## src/rtl/core_pkg.sv

```systemverilog
// Shared definitions for the core instruction word and the sequencer states.
package core_pkg;

  localparam int INST_W = 34;
  localparam int ADDR_W = 11;

  // Bit positions of the core instruction word fields.
  localparam int ACC_B      = 33;
  localparam int CEN_PMEM_B = 32;
  localparam int WEN_PMEM_B = 31;
  localparam int A_PMEM_MSB = 30;
  localparam int A_PMEM_LSB = 20;
  localparam int CEN_XMEM_B = 19;
  localparam int WEN_XMEM_B = 18;
  localparam int A_XMEM_MSB = 17;
  localparam int A_XMEM_LSB = 7;
  localparam int OFIFO_RD_B = 6;
  localparam int IFIFO_WR_B = 5;
  localparam int IFIFO_RD_B = 4;
  localparam int L0_RD_B    = 3;
  localparam int L0_WR_B    = 2;
  localparam int EXECUTE_B  = 1;
  localparam int LOAD_B     = 0;

  // Both SRAMs deselected and write-protected, everything else quiet.
  localparam logic [INST_W-1:0] IDLE_INST = 34'h1_800C_0000;

  typedef enum logic [2:0] {
    IDLE,
    W_FETCH,
    W_LOAD,
    FLUSH,
    A_FETCH,
    A_EXEC,
    DRAIN,
    ACC
  } state_t;

endpackage

```

## src/rtl/core_inst_seq_phase_cnt.sv

```systemverilog
// Loadable down-counter; tc flags the last cycle of the current phase.
module phase_cnt #(
  parameter int W = 8
) (
  input  logic         clk,
  input  logic         reset,
  input  logic         load,
  input  logic [W-1:0] load_value,
  output logic         tc
);

  logic [W-1:0] count;

  // Load the phase length on entry, then count down and hold at zero.
  always_ff @(posedge clk or posedge reset) begin
    if (reset) begin
      count <= '0;
    end else if (load) begin
      count <= load_value;
    end else if (count != '0) begin
      count <= count - 1'b1;
    end
  end

  assign tc = (count == '0);

endmodule

```

## src/rtl/core_inst_seq.sv

```systemverilog
// Instruction sequencer: drives the core inst bus through one full
// convolution pass (weight fetch/load, flush, activation fetch/execute,
// OFIFO drain into psum SRAM) for every kernel index.
module core_inst_seq
  import core_pkg::*;
#(
  parameter int          row     = 8,
  parameter int          col     = 8,
  parameter int          len_kij = 9,
  parameter int          len_nij = 36,
  parameter logic [10:0] A_BASE  = 11'd0,
  parameter logic [10:0] W_BASE  = 11'd1024
) (
  input  logic              clk,
  input  logic              reset,
  input  logic              start,
  input  logic              ofifo_valid,
  output logic [INST_W-1:0] inst,
  output logic              busy,
  output logic              done
);

  localparam int CW = $clog2(2 * len_nij + row + col + 2);
  localparam int KW = $clog2(len_kij + 1);

  state_t            state;
  state_t            next_state;
  logic [CW-1:0]     i;
  logic [CW-1:0]     next_i;
  logic [KW-1:0]     kij;
  logic [KW-1:0]     next_kij;
  logic              load;
  logic [CW-1:0]     load_value;
  logic              tc;
  logic              next_done;
  logic [INST_W-1:0] next_inst;

  phase_cnt #(
    .W(CW)
  ) u_phase_cnt (
    .clk       (clk),
    .reset     (reset),
    .load      (load),
    .load_value(load_value),
    .tc        (tc)
  );

  // Next-state logic; every state change reloads the phase counter with its length-1.
  always_comb begin
    next_state = state;
    next_kij   = kij;
    load       = 1'b0;
    load_value = '0;
    next_done  = 1'b0;
    case (state)
      IDLE: begin
        if (start && !done) begin
          next_state = W_FETCH;
          next_kij   = '0;
          load       = 1'b1;
          load_value = CW'(col);
        end
      end
      W_FETCH: begin
        if (tc) begin
          next_state = W_LOAD;
          load       = 1'b1;
          load_value = CW'(col - 1);
        end
      end
      W_LOAD: begin
        if (tc) begin
          next_state = FLUSH;
          load       = 1'b1;
          load_value = CW'(row + col - 1);
        end
      end
      FLUSH: begin
        if (tc) begin
          next_state = A_FETCH;
          load       = 1'b1;
          load_value = CW'(len_nij);
        end
      end
      A_FETCH: begin
        if (tc) begin
          next_state = A_EXEC;
          load       = 1'b1;
          load_value = CW'(len_nij - 1);
        end
      end
      A_EXEC: begin
        // DRAIN is only occupied while the OFIFO has nothing ready yet.
        if (tc) begin
          load = 1'b1;
          if (ofifo_valid) begin
            next_state = ACC;
            load_value = CW'(2 * len_nij - 1);
          end else begin
            next_state = DRAIN;
          end
        end
      end
      DRAIN: begin
        if (ofifo_valid) begin
          next_state = ACC;
          load       = 1'b1;
          load_value = CW'(2 * len_nij - 1);
        end
      end
      ACC: begin
        if (tc) begin
          load = 1'b1;
          if (kij != KW'(len_kij - 1)) begin
            next_state = W_FETCH;
            next_kij   = kij + 1'b1;
            load_value = CW'(col);
          end else begin
            next_state = IDLE;
            next_kij   = '0;
            next_done  = 1'b1;
          end
        end
      end
      default: begin
        next_state = IDLE;
      end
    endcase
    if (load) begin
      next_i = '0;
    end else if (state == IDLE || state == DRAIN) begin
      next_i = i;
    end else begin
      next_i = i + 1'b1;
    end
  end

  // Build the instruction word for the state being entered so the register lines up with it.
  always_comb begin
    next_inst = IDLE_INST;
    case (next_state)
      W_FETCH: begin
        if (next_i < CW'(col)) begin
          next_inst[CEN_XMEM_B] = 1'b0;
          next_inst[A_XMEM_MSB:A_XMEM_LSB] =
            W_BASE + ADDR_W'(next_kij * col) + ADDR_W'(next_i);
        end
        if (next_i != '0) begin
          next_inst[L0_WR_B] = 1'b1;
        end
      end
      W_LOAD: begin
        next_inst[L0_RD_B] = 1'b1;
        next_inst[LOAD_B]  = 1'b1;
      end
      A_FETCH: begin
        if (next_i < CW'(len_nij)) begin
          next_inst[CEN_XMEM_B] = 1'b0;
          next_inst[A_XMEM_MSB:A_XMEM_LSB] = A_BASE + ADDR_W'(next_i);
        end
        if (next_i != '0) begin
          next_inst[L0_WR_B] = 1'b1;
        end
      end
      A_EXEC: begin
        next_inst[L0_RD_B]   = 1'b1;
        next_inst[EXECUTE_B] = 1'b1;
      end
      ACC: begin
        next_inst[CEN_PMEM_B] = 1'b0;
        next_inst[A_PMEM_MSB:A_PMEM_LSB] = ADDR_W'(next_i >> 1);
        if (next_i[0]) begin
          next_inst[WEN_PMEM_B] = 1'b0;
          next_inst[OFIFO_RD_B] = 1'b1;
          next_inst[ACC_B]      = (next_kij != '0);
        end
      end
      default: begin
        next_inst = IDLE_INST;
      end
    endcase
  end

  // State, counters and registered outputs; reset drops straight back to the idle word.
  always_ff @(posedge clk or posedge reset) begin
    if (reset) begin
      state <= IDLE;
      i     <= '0;
      kij   <= '0;
      inst  <= IDLE_INST;
      busy  <= 1'b0;
      done  <= 1'b0;
    end else begin
      state <= next_state;
      i     <= next_i;
      kij   <= next_kij;
      inst  <= next_inst;
      busy  <= (next_state != IDLE);
      done  <= next_done;
    end
  end

endmodule

```

## config.mk

```make
export PLATFORM = sky130hd
export DESIGN_NAME = core_inst_seq
export DESIGN_NICKNAME = d
export VERILOG_FILES = /design/src/rtl/core_pkg.sv /design/src/rtl/core_inst_seq_phase_cnt.sv /design/src/rtl/core_inst_seq.sv
export SDC_FILE = /design/constraint.sdc
export NUM_CORES = 1
export LEC_CHECK = 0
export ABC_AREA = 1
export BUFFER_PORTS_ARGS = -buffer_cell sky130_fd_sc_hd__buf_2
export CORE_ASPECT_RATIO = 0.7
export CORE_MARGIN = 2
export CORE_UTILIZATION = 40
export CTS_BUF_LIST = sky130_fd_sc_hd__clkbuf_2
export DETAILED_ROUTE_END_ITERATION = 10
export GPL_TIMING_DRIVEN = 0
export SYNTH_ARGS = -nofsm -noshare
export SYNTH_HDL_FRONTEND = slang
export SYNTH_HIERARCHICAL = 1
export SYNTH_SLANG_ARGS = --single-unit
```

## constraint.sdc

```tcl
create_clock -name clk -period 6.3 [get_ports clk]
set_input_delay 0.945 -clock clk [delete_from_list [all_inputs] [get_ports clk]]
set_output_delay 0.945 -clock clk [all_outputs]
set_load 0.005 [all_outputs]
```

**Yosys cells after proc, flatten, opt, wreduce, memory -nomap -nowiden**

Cells that the tools add are included.

- Bits of input ports: 4
- Register bits: 54
- Logic and storage cells: 92
- Output and inout bits: 36

- Multiplexer cells: 52
- Equality and inequality tests: 13
- $lt $le $gt $ge: 2
- Add/sub/neg operators: 5
- Reductions and logical operators: 13

Operators by type and width:

| operator | number |
|---|---|
| $pmux 7 s8 | 1 |
| $mux 7 | 7 |
| $mux 4 | 7 |
| $mux 3 | 9 |
| $pmux 3 s8 | 1 |
| $pmux 11 s2 | 1 |
| $eq 3x3->1 const B | 7 |
| $mux 1 | 19 |
| $mux 14 | 1 |
| $reduce_bool 7->1 | 2 |
| $mux 6 | 2 |
| $add 11x7->11 | 1 |
| $add 11x7->11 const A | 1 |
| $mux 11 | 1 |
| $eq 3x2->1 const B | 3 |
| $pmux 4 s2 | 1 |
| $add 7x1->7 const B | 1 |
| $logic_not 7->1 | 1 |
| $lt 7x4->1 const B | 1 |
| $lt 7x6->1 const B | 1 |
| $sub 7x1->7 const B | 1 |
| $eq 3x1->1 const B | 2 |
| $reduce_or 6->1 | 1 |
| $add 4x1->4 const B | 1 |
| other kinds (11) | 12 |

**Logic depth before layout (Yosys ltp)**

- Depth after elaboration: 8
- Gate-level depth with buffers: 16
- Mapped depth without buffers: 16

**Modules after synthesis**

Netlist, hierarchy kept.

Modules (own cells, without submodules):

| module | area each (µm²) | instances | cells an instance | seq. area each (µm²) |
|---|---|---|---|---|
| core_inst_seq | 2,243.4 | 1 | 284 | 1,004.7 |
| phase_cnt | 514.2 | 1 | 69 | 175.2 |

**Least setup slack after synthesis**

Ideal clock, no wire load.

- Kind: register to register
- Start: reg u_phase_cnt.count[0]
- End: reg inst[11]
- Clock period less this slack: 2.454 ns
- Cell stages (with the launch flop): 17
- Slack: 3.846 ns
- Required time: 6.235 ns
- Setup time: 0.065 ns
- Data arrival time: 2.389 ns
- Buffers on the path: 1
- Path through: dfrtp_1 -> inv_1 -> ha_1 -> nand2_1 -> nor2_8 -> buf_2 -> nand2_1 -> nand3_1 -> nand2_2 -> nand2_1 -> inv_1 -> ha_1 -> inv_1 -> fa_1 -> inv_1 -> nand3_1 -> nand2_1

- Longest elaborated chain between the ends: 7
- Elaborated cells between the ends (all ways): 22
- Classes of those cells: add/sub (2); order compare (2); eq/ne (2); mux (15); reduce/logical (1)

Ends and longest elaborated chain:

| element | RTL line | source |
|---|---|---|
| start: declaration | core_inst_seq_phase_cnt.sv:12 | `logic [W-1:0] count;` |
| start signal: assignment | core_inst_seq_phase_cnt.sv:19 | `count <= load_value;` |
| start signal: assignment | core_inst_seq_phase_cnt.sv:21 | `count <= count - 1'b1;` |
| $logic_not 7->1 * | core_inst_seq_phase_cnt.sv:25 | `assign tc = (count == '0);` |
| net tc | core_inst_seq.sv:34 | `logic tc;` |
| $mux 1 * | n/a |  |
| $pmux 1 s3 * | core_inst_seq.sv:55 | `case (state)` |
| $mux 7 * | core_inst_seq.sv:129 | `if (load) begin` |
| net next_i[3] | core_inst_seq.sv:29 | `logic [CW-1:0] next_i;` |
| $add 11x7->11 (tied with other cells) | core_inst_seq.sv:146 | `W_BASE + ADDR_W'(next_kij * col) + ADDR_W'(next_i);` |
| $mux 11 or $mux 7 (tied branches) | core_inst_seq.sv:143, core_inst_seq.sv:157 |  |
| $pmux 11 s2 * | core_inst_seq.sv:141 | `case (next_state)` |
| net next_inst[11] | core_inst_seq.sv:36 | `logic [INST_W-1:0] next_inst;` |
| end signal: assignment | core_inst_seq.sv:197 | `inst <= next_inst;` |
| end: declaration | core_inst_seq.sv:18 | `output logic [INST_W-1:0] inst,` |

Mark *: on every way through the listed nets, which the timed path passes. The rest lies on a longest branch.
A chain may end at the register's enable or synchronous reset.

**Worst setup path after layout**

Same ends and word-level chain as after synthesis.

==> qor.yml <==
drc: 0
core-area_um2: 6730
dieArea_um2: 7590
crit_path_max_incr_delay_ns: 0.45
core.rowCount: 25
status: "finished clean"
cts_resized: 0
start_util_pct: 41.0
wl_per_cell_um: 12.0
synth.top_cell.area_share_pct: 39.9
cap_violations: 0
post-route-period-util_pct: 45.3
postSynthCellCount: 353
period_minus_slack_ns: 2.85
ctsHoldBuffers: 0
cts_sinks: 47
hold_viol_final: 0
grt_max_degree: 41
grt_pass1_wl_um: 10300
antenna_cells: 0
die_w_um: 103
regToRegSetupSlack_ns: 3.45
vias: 2342
ys_top_cells_by_area: "dfrtp_1 (40%), nand2_1 (13%), inv_1 (6.8%)"
final_area_um2: 3140
synth_top_area_cell: "dfrtp_1"
cp_cell_sequence: "inv_1 -> ha_1 -> nand2_1 -> nor2_8 -> buf_2 -> nand2_1 -> nand3_1 -> nand2_2 -> nand2_1 -> inv_1 -> ha_1 -> inv_1 -> fa_1 -> inv_1 -> nand3_1 -> nand2_1"
min_path_type: "input port to async pin"
irDropWorstVdd_mv: 0.160
synth-edff-count: 0
slowest_stage: "dfrtp_1"
cts_root_buf: "clkbuf_2"
tns_ns: 0
htreeDepth: 2
drtPass1Iterations: 4
viasPerCell: 4.75
cts_buffers: 5
r2r_start: "u_phase_cnt/count[0]"
cp-end-kind: "flop"
tightest_slew_ns: 0.853
cp-start-kind: "flop"
final_common_cell: "nand2_1"
p_comb_share_pct: 51.3
ys_seq_area_share_pct: 42.8
grt.total_usage_pct: 17.6
ys_warn_count: 6
postCtsSetupBuffers: 0
portBuffers: 29
cellPowerDensity_nw_per_um2: 428
cts_max_path_buffers: 2
setup_viol_count_final: 0
cts_tree: "yes"
rsz0062_at_grt: "false"
avgSynthCellArea_um2: 7.81
antenna_found_initial: 0
crit_required_ns: 6.68
p_int_w: 0.000719
drtIter0Drc: 119
hpwl_um: 4390
max_freq_ghz: 0.350
arrival_ns: 3.24
drtAntennaViolNets: 0
seqPwrFrac_pct: 33.2
syn_to_final_growth_pct: 14.0
skew_ns: 0.0175
final_net_count: 412
synthArstFlopShare_pct: 100
worstSkewPairLatency_ns: 0.41
swShare_pct: 46.6
synth_top_flop_cell: "dfrtp_1"
final_max_slew_viol_count: 0
reg2reg_depth: 16
clockPowerShare_pct: 15.5
overflow: 0
pin_count: 40
gp_congestion: 0.904
drive_gt1_share_pct: 21.1
yosysUniqueCellTypes: 32
relSlewSlack_pct: 43.1
p_switching_w: 0.000627
syn_area_um2: 2760
path_class: "flop to flop"
first_global_vias: 2177
layout_common_cells: "nand2_1 (93), inv_1 (49), dfrtp_1 (44)"
r2r-end: "inst[11]"
totalWireLength_um: 5910
place_area_um2: 3050
cts.clk_slew.worst_paths_ns: 0.25
cp_max_fo: 10
p_leak_nw: 1.85
die-height_um: 73.5
synth-seq-cells: 47
==> synth_stat cells (2+ instances only) <==
master and instances:
or2_2 2, nor2_1 32, dfrtp_1 44, nor2_2 3
nand3_1 33, nor2_4 5, nand4_1 17, o21ai_2 4
o21ai_0 8, inv_2 5, a21oi_1 5, xnor2_1 3
nand2_2 6, buf_4 11, nor3_1 2, conb_1 2
xor2_1 2, dfstp_2 3, o22ai_1 2, ha_1 9
nand3b_1 2, nand2_1 93, inv_1 50, nand2_4 2
==> power by group through the flow <==
stage,sequential [W],combinational (W),clock [W]
finish,0.000446,0.000691,0.000209
global route,0.000459,0.000791,0.000231
CTS,0.000446,0.000693,0.000216
detailed placement,0.000450,0.000687,0
global placement,0.000450,0.000681,0
floorplan,0.000443,0.000529,0
==> final cells by class <==
class / instances / area (µm²)
buffer: 13 / 98.8
clock buffer: 6 / 30.0
clock inverter: 2 / 60.1
fill: 658 / 3580
inverter: 55 / 206
multi-input combinational: 247 / 1310
sequential: 47 / 1180
tap: 94 / 118
timing repair buffer: 29 / 145
==> logic make-up (layout without fill, tap and decap cells) <==
family                     count (synthesis)  after routing  share of synthesized area [%]
AOI/OAI and AO/OA                         21             21                           4.63
xor gates and xnor gates                   5              5                           1.59
adders and majority gates                 10             10                           4.81
buffers and inverters                     68            105                           11.1
DFF                                       47             47                           42.8
other                                      2             11                          0.272
and+or+nand+nor                          200            200                           34.8
==> critical path: cells and delay by family (launching register included) <==
family	cells	cell delay, ns
buffers and inverters	5	0.64
AND/OR/NAND/NOR	8	0.89
flip-flops	1	0.45
adder cells (fa/ha/maj)	3	0.82
==> how the worst max path moves through the flow <==
stage | from | end | slack (ns)
6_report | u_phase_cnt/count[0] | inst[11] | 3.45
5_1_grt | u_phase_cnt/count[0] | inst[11] | 3.16
4_1_cts | u_phase_cnt/count[0] | inst[14] | 3.43
3_5_place_dp | ofifo_valid | inst[14] | 3.46
3_3_place_gp | ofifo_valid | inst[14] | 3.47
2_1_floorplan | u_phase_cnt/count[0] | inst[11] | 3.85
==> per-stage QoR <==
step           total power, W  std cells  hold WS [ns]  setup WS [ns]  util, %
5_1_grt               0.00148        493         0.396           3.16     46.8
2_1_floorplan        0.000972        362         0.523           3.85        -
4_1_cts               0.00135        493         0.413           3.43     46.8
6_report              0.00135        493         0.427           3.45     46.8
3_3_place_gp          0.00113        485         0.580           3.47     45.4
3_5_place_dp          0.00114        485         0.587           3.46     45.4
==> sequential cells by signal, indices dropped and copies added, names as in the netlist <==
register           flops
busy                   1
done                   1
i                      7
inst                  24
kij                    4
state                  3
u_phase_cnt/count      7
==> routing by layer <==
layer	global-route usage, %	share of wire, %
met5	0	0
met3	3.81	6.6
met4	6.73	2.4
met2	24.9	40
met1	26.3	51
Note: power is estimated with default switching activity, not from simulation.
